### src/rtl/gcd_sched_pkg.sv
// Shared types and defaults for the GCD request scheduler.
// Latency: none (declarations only).
// Backpressure: none (declarations only).
package gcd_sched_pkg;

    localparam int STATE_W      = 2;
    localparam int DEF_NREQ     = 4;
    localparam int DEF_W        = 32;
    localparam int DEF_MAX_ITER = 64;

    typedef enum logic [STATE_W-1:0] {
        IDLE = 2'd0,
        RUN  = 2'd1,
        DONE = 2'd2
    } state_t;

endpackage

### src/rtl/gcd_sub_core.sv
// Subtractive-Euclid datapath: x/y registers, one subtract step per cycle.
// Latency: load takes effect next cycle; done/result are combinational on x/y.
// Backpressure: none; the controller decides when to load and when to step.
//
// Ports:
//   clk, rst        clock, synchronous active-high reset
//   load, a, b      capture a new operand pair
//   step            perform one subtraction (larger minus smaller)
//   done            x==0 || y==0 || x==y
//   result          x|y, equal to the gcd once done is high
module gcd_sub_core
    import gcd_sched_pkg::*;
#(
    parameter int W = DEF_W
) (
    input  logic         clk,
    input  logic         rst,
    input  logic         load,
    input  logic         step,
    input  logic [W-1:0] a,
    input  logic [W-1:0] b,
    output logic         done,
    output logic [W-1:0] result
);

    logic [W-1:0] x;
    logic [W-1:0] y;

    always_ff @(posedge clk) begin
        if (rst) begin
            x <= '0;
            y <= '0;
        end else if (load) begin
            x <= a;
            y <= b;
        end else if (step) begin
            // Magnitude compare first, so the subtraction never wraps.
            if (x > y) begin
                x <= x - y;
            end else begin
                y <= y - x;
            end
        end
    end

    assign done   = (x == '0) || (y == '0) || (x == y);
    // With one operand zero this yields the other; with x==y it yields x.
    assign result = x | y;

endmodule

### src/rtl/gcd_req_scheduler.sv
// Round-robin shares one iterative GCD engine among NREQ requesters, tagged result out.
// Latency: accept at T, rsp_valid at T+2+S (S subtract steps); limited to T+MAX_ITER+1 with GCD_ITER_LIMIT_EN.
// Backpressure: one operation in flight; no request is accepted until the result handshakes.
//
// Ports:
//   clk, rst                   clock, synchronous active-high reset
//   req_valid/req_ready        per-requester handshake, at most one ready bit high
//   req_a, req_b               packed operands, slice i = [i*W +: W]
//   rsp_valid/rsp_ready        result handshake
//   rsp_data, rsp_id, rsp_err  gcd, originating requester, iteration-limit flag
//   busy                       high while an operation is running or awaiting handshake
// Build option: define GCD_ITER_LIMIT_EN to abort after MAX_ITER RUN cycles with rsp_err=1.
module gcd_req_scheduler
    import gcd_sched_pkg::*;
#(
    parameter  int NREQ     = DEF_NREQ,
    parameter  int W        = DEF_W,
    parameter  int MAX_ITER = DEF_MAX_ITER,
    localparam int IDW      = $clog2(NREQ)
) (
    input  logic            clk,
    input  logic            rst,
    input  logic [NREQ-1:0] req_valid,
    output logic [NREQ-1:0] req_ready,
    input  logic [NREQ*W-1:0] req_a,
    input  logic [NREQ*W-1:0] req_b,
    output logic            rsp_valid,
    input  logic            rsp_ready,
    output logic [W-1:0]    rsp_data,
    output logic [IDW-1:0]  rsp_id,
    output logic            rsp_err,
    output logic            busy
);

    state_t         state_q;
    state_t         state_d;
    logic [IDW-1:0] rr_ptr_q;
    logic [IDW-1:0] id_q;
    logic [W-1:0]   rsp_data_q;

    logic [IDW-1:0] grant;
    logic           grant_vld;
    logic           accept;
    logic           step;
    logic           finish;
    logic           err_fin;
    logic           core_done;
    logic [W-1:0]   core_result;
    logic [W-1:0]   a_sel;
    logic [W-1:0]   b_sel;
    int             idx;

    // First valid requester at or above rr_ptr, wrapping at NREQ.
    always_comb begin
        grant     = '0;
        grant_vld = 1'b0;
        idx       = 0;
        for (int k = 0; k < NREQ; k++) begin
            idx = int'(rr_ptr_q) + k;
            if (idx >= NREQ) begin
                idx = idx - NREQ;
            end
            if (!grant_vld && req_valid[idx]) begin
                grant_vld = 1'b1;
                grant     = IDW'(idx);
            end
        end
    end

    assign a_sel = req_a[int'(grant)*W +: W];
    assign b_sel = req_b[int'(grant)*W +: W];

    // Ready is suppressed while rst is high so nothing transfers during reset.
    assign accept    = (state_q == IDLE) && grant_vld && !rst;
    assign req_ready = accept ? (NREQ'(1) << grant) : '0;

`ifdef GCD_ITER_LIMIT_EN
    localparam int ITW = $clog2(MAX_ITER) + 1;
    logic [ITW-1:0] iter_cnt;
    logic           rsp_err_q;

    always_ff @(posedge clk) begin
        if (rst || accept) begin
            iter_cnt <= '0;
        end else if (state_q == RUN) begin
            iter_cnt <= iter_cnt + 1'b1;
        end
    end

    always_ff @(posedge clk) begin
        if (rst) begin
            rsp_err_q <= 1'b0;
        end else if (finish) begin
            rsp_err_q <= err_fin;
        end
    end

    assign rsp_err = rsp_err_q;
`else
    assign rsp_err = 1'b0;
`endif

    always_comb begin
        state_d = state_q;
        step    = 1'b0;
        finish  = 1'b0;
        err_fin = 1'b0;
        case (state_q)
            IDLE: begin
                if (accept) begin
                    state_d = RUN;
                end
            end
            RUN: begin
                if (core_done) begin
                    finish  = 1'b1;
                    state_d = DONE;
                end
`ifdef GCD_ITER_LIMIT_EN
                else if (iter_cnt == ITW'(MAX_ITER - 1)) begin
                    finish  = 1'b1;
                    err_fin = 1'b1;
                    state_d = DONE;
                end
`endif
                else begin
                    step = 1'b1;
                end
            end
            DONE: begin
                if (rsp_ready) begin
                    state_d = IDLE;
                end
            end
            default: state_d = IDLE;
        endcase
    end

    always_ff @(posedge clk) begin
        if (rst) begin
            state_q    <= IDLE;
            rr_ptr_q   <= '0;
            id_q       <= '0;
            rsp_data_q <= '0;
        end else begin
            state_q <= state_d;
            if (accept) begin
                id_q <= grant;
            end
            if (finish) begin
                rsp_data_q <= err_fin ? '0 : core_result;
            end
            if ((state_q == DONE) && rsp_ready) begin
                rr_ptr_q <= (id_q == IDW'(NREQ - 1)) ? '0 : id_q + 1'b1;
            end
        end
    end

    gcd_sub_core #(.W(W)) u_core (
        .clk    (clk),
        .rst    (rst),
        .load   (accept),
        .step   (step),
        .a      (a_sel),
        .b      (b_sel),
        .done   (core_done),
        .result (core_result)
    );

    assign rsp_valid = (state_q == DONE);
    assign rsp_data  = rsp_data_q;
    assign rsp_id    = id_q;
    assign busy      = (state_q != IDLE);

endmodule

### config.mk
export PLATFORM = sky130hd
export DESIGN_NAME = gcd_req_scheduler
export DESIGN_NICKNAME = d
export VERILOG_FILES = /design/src/rtl/gcd_sched_pkg.sv /design/src/rtl/gcd_sub_core.sv /design/src/rtl/gcd_req_scheduler.sv
export SDC_FILE = /design/constraint.sdc
export NUM_CORES = 1
export LEC_CHECK = 0
export CORE_MARGIN = 4
export CORE_UTILIZATION = 40
export DETAILED_ROUTE_END_ITERATION = 8
export GPL_TIMING_DRIVEN = 0
export HOLD_SLACK_MARGIN = 0.12
export PLACE_DENSITY = 0.69
export SLEW_MARGIN = 30
export SYNTH_ARGS = -nofsm -noshare
export SYNTH_HDL_FRONTEND = slang
export SYNTH_SLANG_ARGS = --single-unit
### constraint.sdc
create_clock -name clk -period 8.5 [get_ports clk]
set_input_delay 1.7 -clock clk [delete_from_list [all_inputs] [get_ports clk]]
set_output_delay 1.7 -clock clk [all_outputs]
set_load 0.01 [all_outputs]
== Word level (Yosys, flattened, before mapping) ==
Index checks and enable logic that the tools add are counted.
Word-level totals
  output and inout port bits: 41
  register bits: 102
  bits in read-only memories: 0
  logic and storage cells: 98
  bits in latches: 0
  input bits: 263
  memories kept: 0
  bits in writable memories: 0
Operators by class
  order comparisons: 9
  multiply operators: 0
  $add $sub $neg: 10
  divide/modulo/power cells: 0
  shift-type cells: 3
  mux-type cells: 40
  bitwise gates (word level): 1
  equal/unequal tests: 8
  reduce and logical (&&, ||, !) cells: 21
Operators with widths (number)
  32-bit two-way mux: 10
  128-bit by 8-bit indexed part select with 32-bit output: 2
  32-bit by 4-bit less-than comparator with 1-bit output, second input constant: 4
  32-bit logical NOT: 2
  32-bit subtractor: 2
  32-bit == test: 1
  32-bit > comparator: 1
  32-bit bitwise OR: 1
  1-bit two-way mux: 16
  2-bit two-way mux: 8
  3-bit by 3-bit subtractor with 4-bit output, second input constant: 3
  3-bit greater-or-equal comparator, second input constant: 3
  1-bit binary-select mux with 2-bit select: 4
  2-bit by 2-bit adder with 3-bit output, second input constant: 2
  1-bit logical AND: 6
  2-bit inequality test, second input constant: 3
  2-bit case mux with 3 select lines: 1
  2-bit nonzero test: 3
  2-bit == test, second input constant: 2
  1-bit logical NOT: 4
  4-bit two-way mux: 1
  2-bit AND reduction: 2
  1-bit by 2-bit << shifter with 4-bit output, first input constant: 1
  2-bit by 3-bit subtractor with 4-bit output, second input constant: 1
  8 further kinds: 9

== Depth between registers and ports, before layout ==
  depth in word-level cells: 19
  mapped depth: 15
  depth with buffers taken out: 13

== Cells and area by module ==
A second synthesis with hierarchy kept.
Second synthesis, totals
  cells, all modules: 1379
  area total of the unflattened synthesis: 10685.2 um^2
Modules (own cells, without submodules)
  gcd_sub_core: seq. area each 1281.2 um^2, times used 1, cells an instance 1008, area each 7538.5 um^2
  gcd_req_scheduler: seq. area each 760.7 um^2, times used 1, cells an instance 371, area each 3146.8 um^2

== Worst setup path after synthesis ==
OpenSTA, ideal clock, no wires.
  path type: input to output
  start point: input port req_valid[0]
  end point: output port req_ready[1]
  data required time: 6.800 ns
  stages: 6
  arrival time: 3.121 ns
  slack: 3.679 ns
  path buffers: 2
  path through: a21o_1 a21boi_0 o21ai_1 clkbuf_1 buf_1 and3_1
On the way
  word-level cells in the longest chain between the ends: 16
  elaborated cells on any way between the ends: 30
  classes of those cells: shift (1); mux (21); reduce/logical (8)
RTL lines
  start: declaration: RTL line gcd_req_scheduler.sv:23  | input logic [NREQ-1:0] req_valid,
  1-bit binary-select mux with 2-bit select: RTL line gcd_req_scheduler.sv:63  | if (!grant_vld && req_valid[idx]) begin
  1-bit two-way mux (not written as such) (2 in a row): RTL line gcd_req_scheduler.sv:63
  1-bit two-way mux: RTL line gcd_req_scheduler.sv:63
  1-bit logical NOT: RTL line gcd_req_scheduler.sv:63
  1-bit logical AND: RTL line gcd_req_scheduler.sv:63
  1-bit two-way mux: RTL line gcd_req_scheduler.sv:63
  1-bit logical NOT: RTL line gcd_req_scheduler.sv:63
  1-bit logical AND: RTL line gcd_req_scheduler.sv:63
  1-bit two-way mux: RTL line gcd_req_scheduler.sv:63
  1-bit logical NOT: RTL line gcd_req_scheduler.sv:63
  1-bit logical AND: RTL line gcd_req_scheduler.sv:63
  1-bit two-way mux: RTL line gcd_req_scheduler.sv:63
  1-bit logical AND (2 in a row): RTL line gcd_req_scheduler.sv:74  | assign accept = (state_q == IDLE) && grant_vld && !rst;
  4-bit two-way mux *: RTL line gcd_req_scheduler.sv:75  | assign req_ready = accept ? (NREQ'(1) << grant) : '0;
  end: declaration: RTL line gcd_req_scheduler.sv:24  | output logic [NREQ-1:0] req_ready,
Mark *: on every way between the ends. The rest lies on a longest branch, timed or not. The select of a mux whose other input is x is not followed.

== Worst setup path in the final report ==
  start point: input port req_valid[1]
  end point: output port req_ready[3]
Same word-level chain as after synthesis.

==> qor.txt <==
CTS Buf Count - 9
Hold Crit Class - reg2reg
Vias - 12300
status - finished clean
post-detail-place hpwl - 42000 um
CTS Sinks - 102
RSZ-0062 raised after global routing - no
Main synth FF type - dfxtp_1
CTS Buffer Depth - 2
gr busiest metal - met2
Routability Congestion - 1.00
Worst-path clk slew - 0.07 ns
slew at the pin closest to its max-slew limit - 1.06 ns
max frequency - 0.149 GHz
synthesized instance count - 1441
H-Tree Depth - 3
top cells by area, synth - dfxtp_1, ha_1, a211oi_1, nand2_1, a21oi_1
die width - 169 um
Crit path required time - 6.80 ns
Distinct cells, synth - 79
GRT Util Overall - 0.338
met1 Use GR - 0.451
Via-to-Cell Ratio - 5.91
post-synthesis mux area share - 0.00437
Adder-Cell Fraction of Synth Area - 0.120
fin crit period - 6.72 ns
number of routed nets with antenna violations - 0
gr ovfl total - 0
CP endpoint kind - output port
global-route wire length before repair - 72800 um
TritonRoute pass-1 iters - 6
skew final - 0.0107 ns
Arrival @ worst endpoint - 5.02 ns
initial DRC count - 1117
CP peak stage delay - 0.54 ns
WP buf/inv - 3
Die Y-Extent - 169 um
mapped cell area - 10300 sq um
post_cts resized - 0
most frequent cells in the layout - clkdlybuf4s50_1, nand2_1, nor2_1, a21oi_1
Syn Nets - 1802
WHS - 0.493 ns
Boundary Pins - 304
P_leak - 5.22 nW
Rows - 58
FF-to-FF setup slack - 3.92 ns
Peak supply drop - 0.000187 V
area of the multi-input gates - 7380 sq um
number of synthesis warnings - 0
Slew HR - 0.288
Compound-Gate Fraction of Synth Area - 0.312
Worst setup SP type - input pin
vias in the first global route - 11700
Worst-Skew Late Latency - 0.36 ns
Synth Area in Simple Gates - 0.228
Setup TNS - 0 ns
initial core utilization - 0.408
final WL - 50700 um
Yosys top cell area share - 0.198
max cap viols - 0
mean routed wirelength per cell - 24.3 um
met3 GRT Util - 0.0654
xor/xnor share of the synthesized area - 0.0510
Most common cell on crit path - clkdlybuf4s50_1
CORE AREA - 25300 sq um
GR Util met2 - 0.549
Filler cells - 2553
final setup fails - 0
DRC violations left - 0
Hold Buf Count CTS - 0
Seq/Total Area, Yosys - 0.198
Cell Chain, Critical Path - clkdlybuf4s50_1 -> or2_2 -> nor3_1 -> or3_1 -> clkbuf_1 -> nor2_1 -> and2_1 -> clkdlybuf4s50_1
largest net degree at the start of global routing - 15
Synth Area per Inst - 7.15 sq um
crit share post-route - 0.791
final hold vios - 0
initial antenna violation count - 2
CTS tree - done
largest family of logic cells by synthesized area - compound AO/OA/AOI/OAI gates
dpl ws - 1.87 ns
ys async rst share - 0
Post-synth EDFFs - 0
post-synthesis sequential element count - 102
die area - 28400 sq um
Setup Fix Bufs, Post-CTS - 0
cell taking the most area after synthesis - dfxtp_1
PwrDens - 409 nW/um^2
CP top delay family - simple AND/OR/NAND/NOR gates
Final #Nets - 2115
layout cells sized above 1 - 0.0433
CP max FO - 10
FF+latch area - 2040 sq um
critical path class - in2out
CTS root buf - clkbuf_16
post-route worst setup slack - 1.78 ns
commonest non-fill, non-tap cell in the layout - clkdlybuf4s50_1
CP max-delay cell - clkbuf_1
Port Buf Inserts - 301
Slew Limit Fails - 0
area delta synth->final - 36.2%
total power - 5.74 mW
## metal layers
layer	vias up	part of all wire
li1	5732	-
met4	2	0.035
met2	610	0.46
met5	-	0.00026
met3	95	0.093
met1	5900	0.41
## flip-flops by register name, summed over array words and instances, names as in the netlist
name,cells
rsp_id,2
u_core.x,32
state_q,2
rr_ptr_q,2
rsp_data,32
u_core.y,32
## metrics by stage
| stage | area (sq um) | utilization | instances |
|---|---|---|---|
| floorplan | 10300 | - | 1441 |
| global placement | 13700 | 0.544 | 2072 |
| detailed placement | 13700 | 0.544 | 2073 |
| CTS | 14000 | 0.556 | 2087 |
| global route | 14000 | 0.556 | 2088 |
| finish | 14000 | 0.556 | 2089 |
## kinds of logic after synthesis
| group | count (synthesis) |
|---|---|
| xor+xnor | 60 |
| fa+ha+maj | 98 |
| flops | 102 |
| other cells | 1 |
| buf+inv | 209 |
| simple gates | 511 |
| compound gates | 458 |
| mux | 2 |
## worst register-to-register path: stages, from the launching register on
cell      delay (ns)
dfxtp_1         0.45
inv_1           0.10
ha_1            0.28
buf_2           0.19
nor3_1          0.66
nand2_1         0.13
nor4_1          0.42
a41oi_1         0.39
and3b_1         0.35
inv_1           0.14
o21a_1          0.33
clkbuf_1        0.71
a211oi_1        0.09
a211oi_1        0.25
## cell usage after synthesis, drive strengths merged, types with 10 or more instances
| master | instances |
|---|---|
| nor4 | 27 |
| a211oi | 104 |
| o21ai | 51 |
| buf | 41 |
| nor2b | 69 |
| a21oi | 113 |
| nand2 | 201 |
| nand3 | 10 |
| nor2 | 138 |
| a311oi | 32 |
| xnor2 | 59 |
| dfxtp | 102 |
| clkbuf | 65 |
| a211o | 26 |
| ha | 96 |
| o31ai | 18 |
| nand2b | 11 |
| inv | 101 |
| nor3 | 17 |
| a31oi | 31 |
| o21bai | 16 |
| and3 | 10 |
## final cells by class
class,instances,share of cell area
inverter,102,0.0273
clock buffer,13,0.0185
clock inverter,1,0.00214
buffer,107,0.0360
tap,330,0.0294
multi-input combinational,1130,0.526
sequential,102,0.145
timing repair buffer,302,0.215
antenna,2,0.000357
## final timing paths
| check | startpoint | end | cells after the start |
|---|---|---|---|
| setup reg to reg | u_core.x[5] | u_core.y[28] | 13 |
| hold / removal | u_core.y[31] | u_core.y[31] | 2 |
| setup / recovery | req_valid[1] | req_ready[3] | 8 |
| hold reg to reg | u_core.y[31] | u_core.y[31] | 2 |
## where the power goes
part	internal [mW]	switching, mW
combinational	1.68	2.82
sequential	0.614	0.181
clock	0.243	0.203
Note: power is estimated with default switching activity, not from simulation.
